[src/rtl/env_ad.sv]
// env_ad: trigger-driven linear attack/decay envelope generator.
// A rising edge on trig (typically a sequencer step pulse) starts or
// retriggers an envelope that ramps up to full scale, then back to zero.
// Steps advance only on ena ticks.
//
// Ports:
//   clk         system clock
//   rst         synchronous active-high reset
//   ena         step-tick enable
//   trig        trigger input, rising-edge sensitive
//   attack_rate amount added per tick while attacking (sampled live)
//   decay_rate  amount subtracted per tick while decaying (sampled live)
//   env         envelope level, top OUT_W bits of the accumulator
//   active      high whenever the envelope is not idle
module env_ad #(
  parameter int ACC_W = 24,
  parameter int OUT_W = 8
) (
  input  logic             clk,
  input  logic             rst,
  input  logic             ena,
  input  logic             trig,
  input  logic [ACC_W-1:0] attack_rate,
  input  logic [ACC_W-1:0] decay_rate,
  output logic [OUT_W-1:0] env,
  output logic             active
);

  typedef enum logic [1:0] {
    IDLE   = 2'd0,
    ATTACK = 2'd1,
    DECAY  = 2'd2
  } state_t;

  localparam logic [ACC_W-1:0] MAX = '1;

  state_t           state;
  logic [ACC_W-1:0] acc;
  logic             trig_q;
  logic             pend;
  logic             trig_edge;
  logic [ACC_W:0]   sum_up;
  logic             attack_done;
  logic             decay_done;

  always_comb begin
    trig_edge   = trig & ~trig_q;
    // One extra bit so an overflowing sum still compares correctly against MAX.
    sum_up      = {1'b0, acc} + {1'b0, attack_rate};
    attack_done = (attack_rate == '0) || (sum_up >= {1'b0, MAX});
    decay_done  = (decay_rate == '0) || (acc <= decay_rate);
  end

  // trig_q tracks trig even during reset so a level held high across
  // reset release is not seen as an edge.
  always_ff @(posedge clk) begin
    trig_q <= trig;
  end

  always_ff @(posedge clk) begin
    if (rst) begin
      state <= IDLE;
      acc   <= '0;
      pend  <= 1'b0;
    end else if (!ena) begin
      if (trig_edge) pend <= 1'b1;
    end else begin
      pend <= 1'b0;
      if (trig_edge || pend) begin
        // Retrigger keeps the current level and ramps up from there.
        state <= ATTACK;
      end else begin
        case (state)
          ATTACK: begin
            if (attack_done) begin
              acc   <= MAX;
              state <= DECAY;
            end else begin
              acc <= sum_up[ACC_W-1:0];
            end
          end
          DECAY: begin
            if (decay_done) begin
              acc   <= '0;
              state <= IDLE;
            end else begin
              acc <= acc - decay_rate;
            end
          end
          IDLE:    state <= IDLE;
          default: begin
            state <= IDLE;
            acc   <= '0;
          end
        endcase
      end
    end
  end

  assign env    = acc[ACC_W-1 -: OUT_W];
  assign active = (state != IDLE);

endmodule

[config.mk]
export PLATFORM = sky130hd
export DESIGN_NAME = env_ad
export DESIGN_NICKNAME = d
export VERILOG_FILES = /design/src/rtl/env_ad.sv
export SDC_FILE = /design/constraint.sdc
export NUM_CORES = 1
export LEC_CHECK = 0
export BUFFER_PORTS_ARGS = -buffer_cell sky130_fd_sc_hd__buf_2
export CAP_MARGIN = 20
export CORE_AREA = 2 2 95 97
export CTS_CLUSTER_DIAMETER = 200
export CTS_CLUSTER_SIZE = 12
export DETAILED_ROUTE_END_ITERATION = 10
export DIE_AREA = 0 0 97 99
export GPL_ROUTABILITY_DRIVEN = 0
export GPL_TIMING_DRIVEN = 0
export PLACE_DENSITY = 0.73
export SETUP_SLACK_MARGIN = 0.15
export SKIP_LAST_GASP = 1
export SLEW_MARGIN = 20
export SYNTH_ARGS = -nofsm -noshare
export SYNTH_HDL_FRONTEND = slang
export SYNTH_SLANG_ARGS = --single-unit
[constraint.sdc]
create_clock -name clk -period 4.3 [get_ports clk]
set_input_delay 0.43 -clock clk [delete_from_list [all_inputs] [get_ports clk]]
set_output_delay 0.43 -clock clk [all_outputs]
set_load 0.03 [all_outputs]
==> Word-level counts from Yosys, hierarchy flattened <==
Index checks and enable logic that the tools add are counted.
{ "totals": {"regBits": 28, "out_inout_bits": 9} }
{ "op_classes": {"bitwise_logic": 4, "n_lt_le_gt_ge": 2, "reduce_logical": 10, "eq_ne": 4, "add_sub_neg": 2, "n_mux": 7} }
{ "ops": {"columns": ["operator", "count"], "rows": [
  ["case mux 24 bit (3 select lines)", 1],
  ["zero test 24 bit", 2],
  ["2-to-1 mux 24 bit", 2],
  ["adder 24 x 24 -> 25 bit", 1],
  ["greater-or-equal comparator 25 x 24 -> 1 bit (second input constant)", 1],
  ["less-or-equal comparator 24 bit", 1],
  ["subtractor 24 bit", 1],
  ["2-to-1 mux 2 bit", 3],
  ["!= test 3 bit (second input constant)", 2],
  ["AND reduction 3 bit", 2],
  ["case mux 2 bit (2 select lines)", 1],
  ["logical OR 1 bit", 3],
  ["inverter 1 bit", 3],
  ["== test 2 x 1 -> 1 bit (second input constant)", 1],
  ["== test 2 bit (second input constant)", 1],
  ["zero test 2 bit", 1],
  ["nonzero test 2 bit", 1],
  ["OR reduction 2 bit", 1],
  ["bitwise AND 1 bit", 1]
]} }

==> Depth between registers and ports, before layout <==
Gate-level depths: netlist (run 1).
{ "logic_depth": {"ltp_word": 6, "ltp_mapped": 15} }

==> Worst setup path before layout (run 1) <==
Ideal clock, no wire load.
{ "synth_timing": {"path_kind": "input to register", "from": "input port attack_rate[0]", "to": "register acc[11]", "stages": 14, "setup_time_ns": 0.079, "setup_slack_ns": 0.895, "arrival_time_ns": 3.326, "required_time_ns": 4.221, "cell_sequence": "ha_1 -> inv_1 -> fa_1 -> nand2b_1 -> a21oi_1 -> o2111ai_1 -> o311ai_1 -> o2111ai_1 -> or4_1 -> or4_4 -> o21ai_2 -> buf_6 -> o21ai_2 -> a211oi_2"} }
{ "synth_between": {"elab_chain_cells": 5, "word_cells_on_any_way": 6, "classes_between": "1 x add/sub; 1 x order compare; 2 x mux; 2 x reduce/logical"} }
{ "synth_rtl": {"columns": ["item", "line_no", "rtl"], "rows": [
  ["start, declared", "23", "input logic [ACC_W-1:0] attack_rate,"],
  ["adder 24 x 24 -> 25 bit", "49", "sum_up = {1'b0, acc} + {1'b0, attack_rate};"],
  ["greater-or-equal comparator 25 x 24 -> 1 bit", "50", "attack_done = (attack_rate == '0) || (sum_up >= {1'b0, MAX});"],
  ["logical OR 1 bit", "50", null],
  ["2-to-1 mux 24 bit (*)", "75", "if (attack_done) begin"],
  ["case mux 24 bit (3 select lines) (*)", "73", "case (state)"],
  ["end signal, assigned", "79", "acc <= sum_up[ACC_W-1:0];"],
  ["end signal, assigned", "87", "acc <= acc - decay_rate;"],
  ["end, declared", "38", "logic [ACC_W-1:0] acc;"]
]} }
Every way passes the cells marked *; elsewhere a longest branch is shown, timed or not.
A chain may end at the register's enable or synchronous reset.

==> Worst setup path in the final report (run 1) <==
{ "layout_timing": {"from": "register acc[3]", "to": "register acc[11]"} }
{ "layout_between": {"elab_chain_cells": 5, "word_cells_on_any_way": 9, "classes_between": "2 x add/sub; 2 x order compare; 3 x mux; 2 x reduce/logical"} }
{ "layout_rtl": {"columns": ["item", "line_no"], "rows": [
  ["adder 24 x 24 -> 25 bit", "49"],
  ["greater-or-equal comparator 25 x 24 -> 1 bit", "50"],
  ["logical OR 1 bit", "50"],
  ["2-to-1 mux 24 bit", "75"],
  ["case mux 24 bit (3 select lines) (*)", "73"]
]} }
Marked as above.

==> results.yml, run 1 <==
timing:
  worst_slew_pin_slew_ns: 0.985
  fmax_mhz: 260
  finalCriticalPeriod_ns: 3.84
  final_hold_viol_count: 0
  relSlewSlack_pct: 34.0
  rsz0062_at_grt: "no"
  final.period_utilization_pct: 89.3
  fin_skew_ns: 0.00601
  setup_viol: 0
  setup-tns-final_ns: 0
  slew_violations: 0
run:
  maxCapViolCount: 0
setup_path:
  crit_chain: "ha_1 -> o21ai_0 -> a21o_1 -> a211oi_1 -> o311ai_1 -> o2111ai_1 -> or4_1 -> or4_4 -> o21ai_2 -> buf_6 -> o21ai_2 -> a211oi_2"
  setup.worst_path.class: "flip-flop to flip-flop"
  r2r_end: "acc[11]$_SDFFE_PP0P_"
  cp_common_cell: "o21ai_2"
  critPathTopFamily: "compound AO/OA/AOI/OAI gates"
  arrival_ns: 4.04
  slowest_delay_ns: 0.54
  critPathCaptureType: "flip-flop"
  rr_worst_depth: 12
  crit_required_ns: 4.50
  start_kind: "flip-flop"
  crit_slowest_cell: "or4_4"
  cp_max_fo: 10
  cp_num_buf_inv: 1
  rr_startpoint: "acc[3]$_SDFFE_PP0P_"
  r2r_setup_slack_ns: 0.46
floorplanning:
  io_pins: 61
  core_area_sq_um: 8550
  core.rowCount: 34
  start_util_pct: 49.1
  die_area_sq_um: 9600
  die_w_um: 97
  die_h_um: 99
power:
  ir_drop_mv: 0.0673
  power_density_nw_per_um2: 125
  p_leak_nw: 2.09
grt:
  grt_overflow: 0
  grt_pass1_wl_mm: 19.9
  antenna_found_initial: 0
  grt_max_degree: 15
  grt_pass1_vias: 4132
  busiest_layer: "met2"
  grt.met3_usage_pct: 1.49
  grt_usage_pct: 24.8
  grtUsageMet1_pct: 33.8
  use_met2_pct: 42.4
finish:
  final_util_pct: 54.7
  areaGrowthSynthToFinish_pct: 11.3
  final_nets: 747
  layout-drive-gt1-share_pct: 14.7
  nFillCells: 809
  antenna-diode-count: 0
routing:
  avgRoutedWirePerCell_um: 16.5
  drt-total-wl_mm: 12.3
  drc: 0
  initialDrtViolationCount: 193
  drt_pass1_iterations: 5
  routed_via_density: 6.01
  ant_nets: 0
  vias: 4495
synthesis:
  yosys_warnings: 0
  synth_most_common_cell: "a21oi_1"
  synthTopCellsByCount: "63 x a21oi_1, 52 x inv_1, 51 x ha_1"
  async_reset_ff_share_pct: 0
  synth-edff-count: 0
  ys_ff_latch: 28
  synth_area_leaders: "ha_1 15%, dfxtp_1 13%, a21oi_1 7.5%, xnor2_1 5.4%, o21ai_0 5.4%"
  ys_seq_area_share_pct: 13.3
  avgSynthCellArea_sq_um: 7.27
  syn_area_sq_um: 4200
  synthCells: 578
  syn_nets: 683
  yosysTopAreaCellShare_pct: 15.2
  synth.distinct_cells: 67
  ys.flop_type: "dfxtp_1"
  synth.largest_area_cell: "ha_1"
cts:
  cts.sinks: 28
  clockBufferDepth: 2
  htree_levels: 1
  numCtsBuffers: 3
  clockRootBuffer: "clkbuf_8"
  clkTransAtPathRegs_ns: 0.09
  cts_tree: "built"
  postCtsHoldBufs: 0
  insertion_delay_ns: 0.28
status:
  status: "complete, no violations"
worst_hold_path:
  min-delay-start: "trig"
  min_path_type: "input port to flip-flop"
  worstHoldPathCells: 1
  min_to: "trig_q$_DFF_P_"
place:
  io_buffer_count: 59
  dp_hpwl_mm: 10.4
==> registers in the layout (all words and copies together), names as in the netlist <==
| name | flops |
|---|---|
| acc | 24 |
| pend | 1 |
| state | 2 |
| trig_q | 1 |
==> cells in the final DEF (no fill, tap or decap), types with 17 or more instances in the layout <==
cell type | netlist | routed
inv_1 | 52 | 52
xnor2_1 | 26 | 26
a21oi_1 | 63 | 62
buf_2 | 4 | 63
a22oi_1 | 19 | 19
nor2_1 | 38 | 38
o21ai_0 | 45 | 45
nand2_1 | 37 | 37
nor4_1 | 17 | 17
ha_1 | 51 | 51
dfxtp_1 | 28 | 28
==> power breakdown <==
group          leakage (nW)  switching [mW]  internal, mW
registers             0.226        0.000462         0.260
clock network        0.0216          0.0820        0.0631
logic                  1.84           0.108        0.0722
total                  2.09           0.191         0.396
==> worst max-delay path by stage <==
stage / from / to / slack [ns] / cells past startpoint
floorplan: attack_rate[0] / acc[11]$_SDFFE_PP0P_ / 0.89 / 14
global placement: attack_rate[0] / acc[11]$_SDFFE_PP0P_ / 0.42 / 15
detailed placement: attack_rate[0] / acc[14]$_SDFFE_PP0P_ / 0.38 / 15
CTS: acc[0]$_SDFFE_PP0P_ / acc[11]$_SDFFE_PP0P_ / 0.47 / 14
global route: acc[0]$_SDFFE_PP0P_ / acc[17]$_SDFFE_PP0P_ / 0.17 / 14
finish: acc[3]$_SDFFE_PP0P_ / acc[11]$_SDFFE_PP0P_ / 0.46 / 12
==> per-stage QoR <==
step           setup slack, ns  hold WS [ns]  cells  cell area (sq um)  power [mW]
2_1_floorplan            0.895         0.458    578               4200       0.382
3_3_place_gp             0.417         0.518    745               4630       0.439
3_5_place_dp             0.380         0.524    745               4630       0.443
4_1_cts                  0.465         0.274    748               4670       0.581
5_1_grt                  0.169         0.274    748               4680       0.614
6_report                 0.459         0.274    748               4680       0.586
==> worst register-to-register path, stage by stage (launching register included) <==
cell	delay (ns)
dfxtp_1	0.42
ha_1	0.31
o21ai_0	0.35
a21o_1	0.20
a211oi_1	0.09
o311ai_1	0.48
o2111ai_1	0.17
or4_1	0.49
or4_4	0.54
o21ai_2	0.23
buf_6	0.18
o21ai_2	0.09
a211oi_2	0.21
==> layout make-up <==
cell class / instances / area [sq um] / share of cell area (%)
Multi-Input combinational cell: 475 / 3310 / 70.8
Sequential cell: 28 / 561 / 12.0
Timing Repair Buffer: 59 / 295 / 6.31
Inverter: 52 / 195 / 4.17
Buffer: 23 / 136 / 2.92
Tap cell: 108 / 135 / 2.89
Clock buffer: 3 / 41.3 / 0.883
==> cells by family (layout without fill, tap and decap cells) <==
logic type,Yosys count,in the layout,synth area share (%)
and+or+nand+nor,171,171,21.2
xor gates and xnor gates,34,34,7.09
buffers and inverters,75,137,7.89
muxes,1,1,0.238
adders and majority gates,53,53,16.1
DFF,28,28,13.3
AOI/OAI and AO/OA,216,216,34.1
==> per-layer routing <==
| metal | share of wire, % | routed length [um] |
|---|---|---|
| met5 | 0 | 0 |
| met1 | 47 | 5830 |
| met4 | 1.7 | 207 |
| met3 | 3.9 | 477 |
| met2 | 47 | 5830 |
==> timing repair <==
item	CTS	global route
resized for setup	0	2
endpoints found under the setup margin	0	1
endpoints found under the hold margin	0	0
buffers inserted	0	0
Note: power is estimated with default switching activity, not from simulation.
==> inputs of run 2 (changes only) <==
--- a/config.mk
+++ b/config.mk
@@ -5,13 +5,14 @@
 export SDC_FILE = /design/constraint.sdc
 export NUM_CORES = 1
 export LEC_CHECK = 0
+export ABC_AREA = 1
 export BUFFER_PORTS_ARGS = -buffer_cell sky130_fd_sc_hd__buf_2
 export CAP_MARGIN = 20
-export CORE_AREA = 2 2 95 97
+export CORE_AREA = 2 2 103 105
 export CTS_CLUSTER_DIAMETER = 200
 export CTS_CLUSTER_SIZE = 12
 export DETAILED_ROUTE_END_ITERATION = 10
-export DIE_AREA = 0 0 97 99
+export DIE_AREA = 0 0 105 107
 export GPL_ROUTABILITY_DRIVEN = 0
 export GPL_TIMING_DRIVEN = 0
 export PLACE_DENSITY = 0.73
==> constraint.sdc (replaced) <==
create_clock -name clk -period 4.3 [get_ports clk]
set_input_delay 0.86 -clock clk [delete_from_list [all_inputs] [get_ports clk]]
set_output_delay 0.86 -clock clk [all_outputs]
set_load 0.03 [all_outputs]
==> run 2 against run 1 <==
Net effect: die area grew 17%; critical endpoint is now acc[13]$_SDFFE_PP0P_; sequential power about the same; clock skew decreased by 0.00095 ns; clock power up 11%.
==> results.yml, run 2 <==
synthesis:
  ys_seq_area_share_pct: 11.2
  yosysTopAreaCellShare_pct: 24.3
  ys_ff_latch: 28
  synth-edff-count: 0
  syn_nets: 992
  synth.distinct_cells: 36
  ys.flop_type: "dfxtp_1"
  yosys_warnings: 0
  synthTopCellsByCount: "324 x nand2_1, 137 x inv_1, 57 x a21oi_1"
  synth_area_leaders: "nand2_1 24%, ha_1 13%, dfxtp_1 11%, inv_1 10%, a21oi_1 5.7%"
  avgSynthCellArea_sq_um: 5.64
  synth.largest_area_cell: "nand2_1"
  synthCells: 887
  syn_area_sq_um: 5000
  async_reset_ff_share_pct: 0
  synth_most_common_cell: "nand2_1"
finish:
  antenna-diode-count: 0
  top_regs: "acc x24, state x2"
  layout-drive-gt1-share_pct: 14.6
  largest_register_ffs: 24
  regMostFlops: "acc"
  final_cell_mix: "324 x nand2_1, 137 x inv_1, 65 x buf_2"
  nFillCells: 1138
  final_common_cell: "nand2_1"
  final_nets: 1056
  areaGrowthSynthToFinish_pct: 10.4
  final_util_pct: 54.7
timing:
  setup_viol: 0
  final_hold_viol_count: 0
  worst_slew_pin_slew_ns: 0.638
  fin_skew_ns: 0.00505
  relSlewSlack_pct: 57.5
  final.period_utilization_pct: 76.6
  slew_violations: 0
  finalCriticalPeriod_ns: 3.29
  fmax_mhz: 304
  rsz0062_at_grt: "no"
  setup-tns-final_ns: 0
  whs_ns: 0.496
grt:
  grt_pass1_vias: 5147
  grt_overflow: 0
  busiest_layer: "met2"
  use_met2_pct: 43.1
  grt.met3_usage_pct: 0.790
  grt_max_degree: 16
  antenna_found_initial: 0
  grtUsageMet1_pct: 34.1
  grt_usage_pct: 25.1
  grt_pass1_wl_mm: 23.3
floorplanning:
  die_area_sq_um: 11200
  core_area_sq_um: 10100
  io_pins: 61
  die_w_um: 105
  die_h_um: 107
  start_util_pct: 49.5
  core.rowCount: 37
place:
  io_buffer_count: 59
  dp_hpwl_mm: 12.1
worst_hold_path:
  min-delay-start: "state[1]$_SDFFE_PP0P_"
  min_to: "state[1]$_SDFFE_PP0P_"
  min_path_type: "flip-flop to flip-flop"
  worstHoldPathCells: 2
routing:
  drt_pass1_iterations: 5
  drt-total-wl_mm: 13.9
  routed_via_density: 5.09
  avgRoutedWirePerCell_um: 12.8
  drc: 0
  initialDrtViolationCount: 347
  ant_nets: 0
  vias: 5525
setup_path:
  cp_max_fo: 10
  rr_startpoint: "acc[0]$_SDFFE_PP0P_"
  setup.worst_path.class: "input port to flip-flop"
  r2r_end: "acc[13]$_SDFFE_PP0P_"
  critPathCaptureType: "flip-flop"
  start_kind: "input port"
  r2r_setup_slack_ns: 1.31
  rr_worst_depth: 18
  crit_required_ns: 4.50
  arrival_ns: 3.49
power:
  ir_drop_mv: 0.104
  pwr-share-comb_pct: 32.2
  power_density_nw_per_um2: 113
  p_seq_share_pct: 42.0
  pwr-share-clk_pct: 25.8
  p_leak_nw: 3.20
  p_sw_share_pct: 33.1
  power.internal_mw: 0.417
  switchingPower_mw: 0.206
run:
  maxCapViolCount: 0
cts:
  postCtsHoldBufs: 0
  numCtsBuffers: 3
  clockRootBuffer: "clkbuf_8"
  insertion_delay_ns: 0.27
  clockBufferDepth: 2
  htree_levels: 1
  clkTransAtPathRegs_ns: 0.09
  cts_resized: 0
  cts.sinks: 28
  post_cts_buffers: 0
  cts_tree: "built"
status:
  status: "complete, no violations"
==> run 2: cell count changes after synthesis, sizes merged, moves of 23 or more <==
cell   previous run  this run
nor2             38        61
nand3            12        70
nand2            37       330
inv              52       141
o21ai            54        23
==> run 2: area by class of cell <==
cell class              count  area, sq um  area share (%)
repair buffers             59          295            5.35
plain buffers              24          154            2.79
flip-flops and latches     28          561            10.2
clock buffers               4         55.1           0.998
multi-input cells         694         3750            68.0
inverters                 141          529            9.59
well taps                 136          170            3.08
==> run 2: worst max-delay path: stages <==
cell and delay, ns:
buf_2 0.11, ha_1 0.24, inv_1 0.10, fa_1 0.44, or2_2 0.31, nor2_1 0.10
nand3_1 0.08, nor2_1 0.11, nand2_1 0.07, nor2_1 0.10, nand3_1 0.09, nor2_1 0.13
nand3_2 0.17, buf_6 0.20, nand3_2 0.06, nand2_1 0.06, nand2_1 0.06, nand2_1 0.07
a21oi_2 0.14
==> run 2: power by group through the flow <==
stage               Combinational (mW)  Clock (mW)  Sequential, mW
floorplan                        0.135           0           0.267
global placement                 0.197           0           0.268
detailed placement               0.198           0           0.268
CTS                              0.199       0.161           0.262
global route                     0.227       0.167           0.262
finish                           0.200       0.161           0.262
==> run 2: through the flow <==
step / total power, mW / std cells / cell area, sq um / setup slack, ns
final: 0.623 / 1086 / 5520 / 1.01
after global routing: 0.656 / 1086 / 5520 / 0.720
after CTS: 0.621 / 1086 / 5520 / 1.01
after detailed placement: 0.465 / 1082 / 5460 / 0.750
after global placement: 0.464 / 1082 / 5460 / 0.778
after floorplan: 0.403 / 887 / 5000 / 1.20
==> run 2: worst max path at each step <==
| stage | from | endpoint | slack [ns] | cells after the start |
|---|---|---|---|---|
| final | attack_rate[0] | acc[13]$_SDFFE_PP0P_ | 1.01 | 19 |
| after global routing | attack_rate[0] | acc[17]$_SDFFE_PP0P_ | 0.72 | 22 |
| after CTS | attack_rate[0] | acc[13]$_SDFFE_PP0P_ | 1.01 | 19 |
| after detailed placement | attack_rate[0] | state[1]$_SDFFE_PP0P_ | 0.75 | 18 |
| after global placement | attack_rate[0] | state[1]$_SDFFE_PP0P_ | 0.78 | 18 |
| after floorplan | attack_rate[0] | state[1]$_SDFFE_PP0P_ | 1.20 | 17 |
==> run 2: logic make-up (layout without fill, tap and decap cells) <==
kind of cell,count (synthesis),in the layout,share of synthesized area [%]
simple gates,510,510,45.1
xor+xnor,19,19,3.33
fa+ha+maj,53,53,13.6
compound gates,112,112,13.1
flops,28,28,11.2
buf+inv,165,228,13.7
==> run 2: layer usage <==
layer	vias to the layer above	wire length, um
met5	-	0
met4	0	373
met3	28	647
met2	150	6260
met1	2383	6660
li1	2964	-
==> inputs of run 3 (changes only) <==
--- a/config.mk
+++ b/config.mk
@@ -5,17 +5,17 @@
 export SDC_FILE = /design/constraint.sdc
 export NUM_CORES = 1
 export LEC_CHECK = 0
-export ABC_AREA = 1
+export ABC_AREA = 0
 export BUFFER_PORTS_ARGS = -buffer_cell sky130_fd_sc_hd__buf_2
 export CAP_MARGIN = 20
-export CORE_AREA = 2 2 103 105
+export CORE_AREA = 2 2 95 97
 export CTS_CLUSTER_DIAMETER = 200
 export CTS_CLUSTER_SIZE = 12
 export DETAILED_ROUTE_END_ITERATION = 10
-export DIE_AREA = 0 0 105 107
+export DIE_AREA = 0 0 97 99
 export GPL_ROUTABILITY_DRIVEN = 0
 export GPL_TIMING_DRIVEN = 0
-export PLACE_DENSITY = 0.73
+export PLACE_DENSITY = 0.76
 export SETUP_SLACK_MARGIN = 0.15
 export SKIP_LAST_GASP = 1
 export SLEW_MARGIN = 20
==> constraint.sdc (replaced) <==
create_clock -name clk -period 2.8 [get_ports clk]
set_input_delay 0.56 -clock clk [delete_from_list [all_inputs] [get_ports clk]]
set_output_delay 0.56 -clock clk [all_outputs]
set_load 0.03 [all_outputs]
==> run 3 against run 2 <==
Net effect: the run now ends with setup timing left; design area up 6.8%; largest cell class unchanged; wire length grew 8.3%; highest routed layer unchanged; worst setup slack lost 1.6 ns; clock skew is 0.0024 ns higher.
==> results.yml, run 3 (synthesis gave the netlist of run 1 again) <==
routing:
  drt_pass1_iterations: 6
  drc: 0
  avgRoutedWirePerCell_um: 19.0
  drt-total-wl_mm: 15.1
  ant_nets: 0
  vias: 5122
  initialDrtViolationCount: 357
  routed_via_density: 6.43
power:
  pwr-share-comb_pct: 35.1
  p_leak_nw: 2.50
  p_sw_share_pct: 34.5
  switchingPower_mw: 0.356
  power_density_nw_per_um2: 175
  power.internal_mw: 0.675
  p_seq_share_pct: 38.7
  ir_drop_mv: 0.210
  pwr-share-clk_pct: 26.2
floorplanning:
  die_h_um: 99
  core_area_sq_um: 8550
  core.rowCount: 34
  die_w_um: 97
  io_pins: 61
  start_util_pct: 49.1
  die_area_sq_um: 9600
grt:
  grt_pass1_wl_mm: 22.9
  grt_overflow: 0
  grt_max_degree: 16
  antenna_found_initial: 0
  grt_usage_pct: 28.8
  grt_pass1_vias: 4729
finish:
  final_cell_mix: "58 x buf_2, 53 x a21oi_1, 49 x buf_4"
  final_common_cell: "buf_2"
  top_regs: "acc x24, state x2"
  antenna-diode-count: 0
  final_util_pct: 68.9
  largest_register_ffs: 24
  nFillCells: 643
  layout-drive-gt1-share_pct: 38.0
  areaGrowthSynthToFinish_pct: 40.2
  final_nets: 795
  regMostFlops: "acc"
cts:
  clockBufferDepth: 2
  cts_tree: "built"
  clkTransAtPathRegs_ns: 0.10
  htree_levels: 1
  clockRootBuffer: "clkbuf_8"
  numCtsBuffers: 3
  postCtsHoldBufs: 0
  insertion_delay_ns: 0.29
  cts.sinks: 28
place:
  dp_hpwl_mm: 10.7
  io_buffer_count: 59
  place_ws_ns: -1.16
setup_path:
  crit_required_ns: 2.94
  crit_slowest_cell: "or4_1"
  crit_chain: "buf_8 -> ha_4 -> inv_2 -> fa_2 -> nand2b_4 -> a21o_1 -> a211oi_2 -> o311ai_2 -> o2111ai_1 -> or4_1 -> or4_4 -> buf_4 -> o211ai_1 -> a221oi_2"
  start_kind: "input port"
  critPathCaptureType: "flip-flop"
  slowest_delay_ns: 0.47
  setup.worst_path.class: "input port to flip-flop"
  cp_max_fo: 4
  arrival_ns: 3.52
timing:
  finalWorstSetupSlack_ns: -0.581
  final_hold_viol_count: 0
  setup_viol: 25
  rsz0062_at_grt: "yes"
  worst_slew_pin_slew_ns: 0.685
  setup-tns-final_ns: -8.32
  final.period_utilization_pct: 121
  fmax_mhz: 296
  slew_violations: 0
  finalCriticalPeriod_ns: 3.38
  fin_skew_ns: 0.00745
  relSlewSlack_pct: 53.9
run:
  maxCapViolCount: 0
worst_hold_path:
  min_path_type: "input port to flip-flop"
status:
  violations: "setup timing"
  status: "complete, but fails checks"
## run 3: cell types whose count changed in the layout (fill, tap and decap cells not counted), moves of 16 or more
cell	before	now
buf_4	11	49
ha_1	51	30
inv_1	137	44
nand2_1	324	35
nand3_1	50	12
nand3_2	20	0
nor2_1	55	32
xnor2_1	7	23
## run 3: power by group through the flow
| stage | combinational, mW | clock, mW | sequential (mW) |
|---|---|---|---|
| 2_1_floorplan | 0.199 | 0 | 0.410 |
| 3_3_place_gp | 0.292 | 0 | 0.410 |
| 3_5_place_dp | 0.299 | 0 | 0.410 |
| 4_1_cts | 0.322 | 0.261 | 0.399 |
| 5_1_grt | 0.391 | 0.284 | 0.399 |
| 6_report | 0.362 | 0.270 | 0.399 |
## run 3: path summary, 6_finish.rpt
check | start | to | slack [ns] | cells after the start
worst max-delay path | attack_rate[0] | state[0]$_SDFFE_PP0P_ | -0.58 | 14
worst min-delay path | trig | trig_q$_DFF_P_ | 0.39 | 1
worst max register to register | acc[0]$_SDFFE_PP0P_ | state[0]$_SDFFE_PP0P_ | -0.58 | 13
worst min register to register | state[1]$_SDFFE_PP0P_ | state[1]$_SDFFE_PP0P_ | 0.56 | 2
## run 3: repair_timing
action                                  4_1_cts  5_1_grt
hold endpoints to repair                      0        0
pin swaps                                    49       38
endpoints found under the setup margin       26       26
buffers inserted                             32       14
resized for setup                            74       61
gates cloned                                  1        1
## run 3: metrics by stage
| step | std cells | power (mW) | area (sq um) | hold WS [ns] |
|---|---|---|---|---|
| floorplan | 578 | 0.608 | 4490 | 0.481 |
| global placement | 745 | 0.701 | 4920 | 0.493 |
| detailed placement | 745 | 0.709 | 4920 | 0.512 |
| CTS | 782 | 0.982 | 5510 | 0.391 |
| global route | 797 | 1.07 | 5890 | 0.384 |
| finish | 797 | 1.03 | 5890 | 0.386 |
## run 3: worst max-delay path: cells and delay by family
| family | cells | cell delay (ns) |
|---|---|---|
| AOI/OAI and AO/OA | 6 | 1.20 |
| and+or+nand+nor | 3 | 1.08 |
| adders and majority gates | 2 | 0.35 |
| buffers and inverters | 3 | 0.31 |
## run 3: layout make-up
class	count	area, sq um	area share, %
Clock buffer	4	55.1	0.934
Timing Repair Buffer	107	708	12.0
Inverter	52	218	3.70
Sequential cell	28	581	9.85
Tap cell	108	135	2.29
Buffer	23	170	2.89
Multi-Input combinational cell	475	4030	68.3
## run 3: metal layers
| layer | part of all wire, % | vias to the layer above | track usage, % |
|---|---|---|---|
| met4 | 4.0 | 0 | 9.86 |
| met2 | 48 | 252 | 50.4 |
| met3 | 7.3 | 60 | 3.76 |
| met5 | 0 | - | 0 |
| li1 | - | 2375 | - |
| met1 | 41 | 2435 | 36.5 |
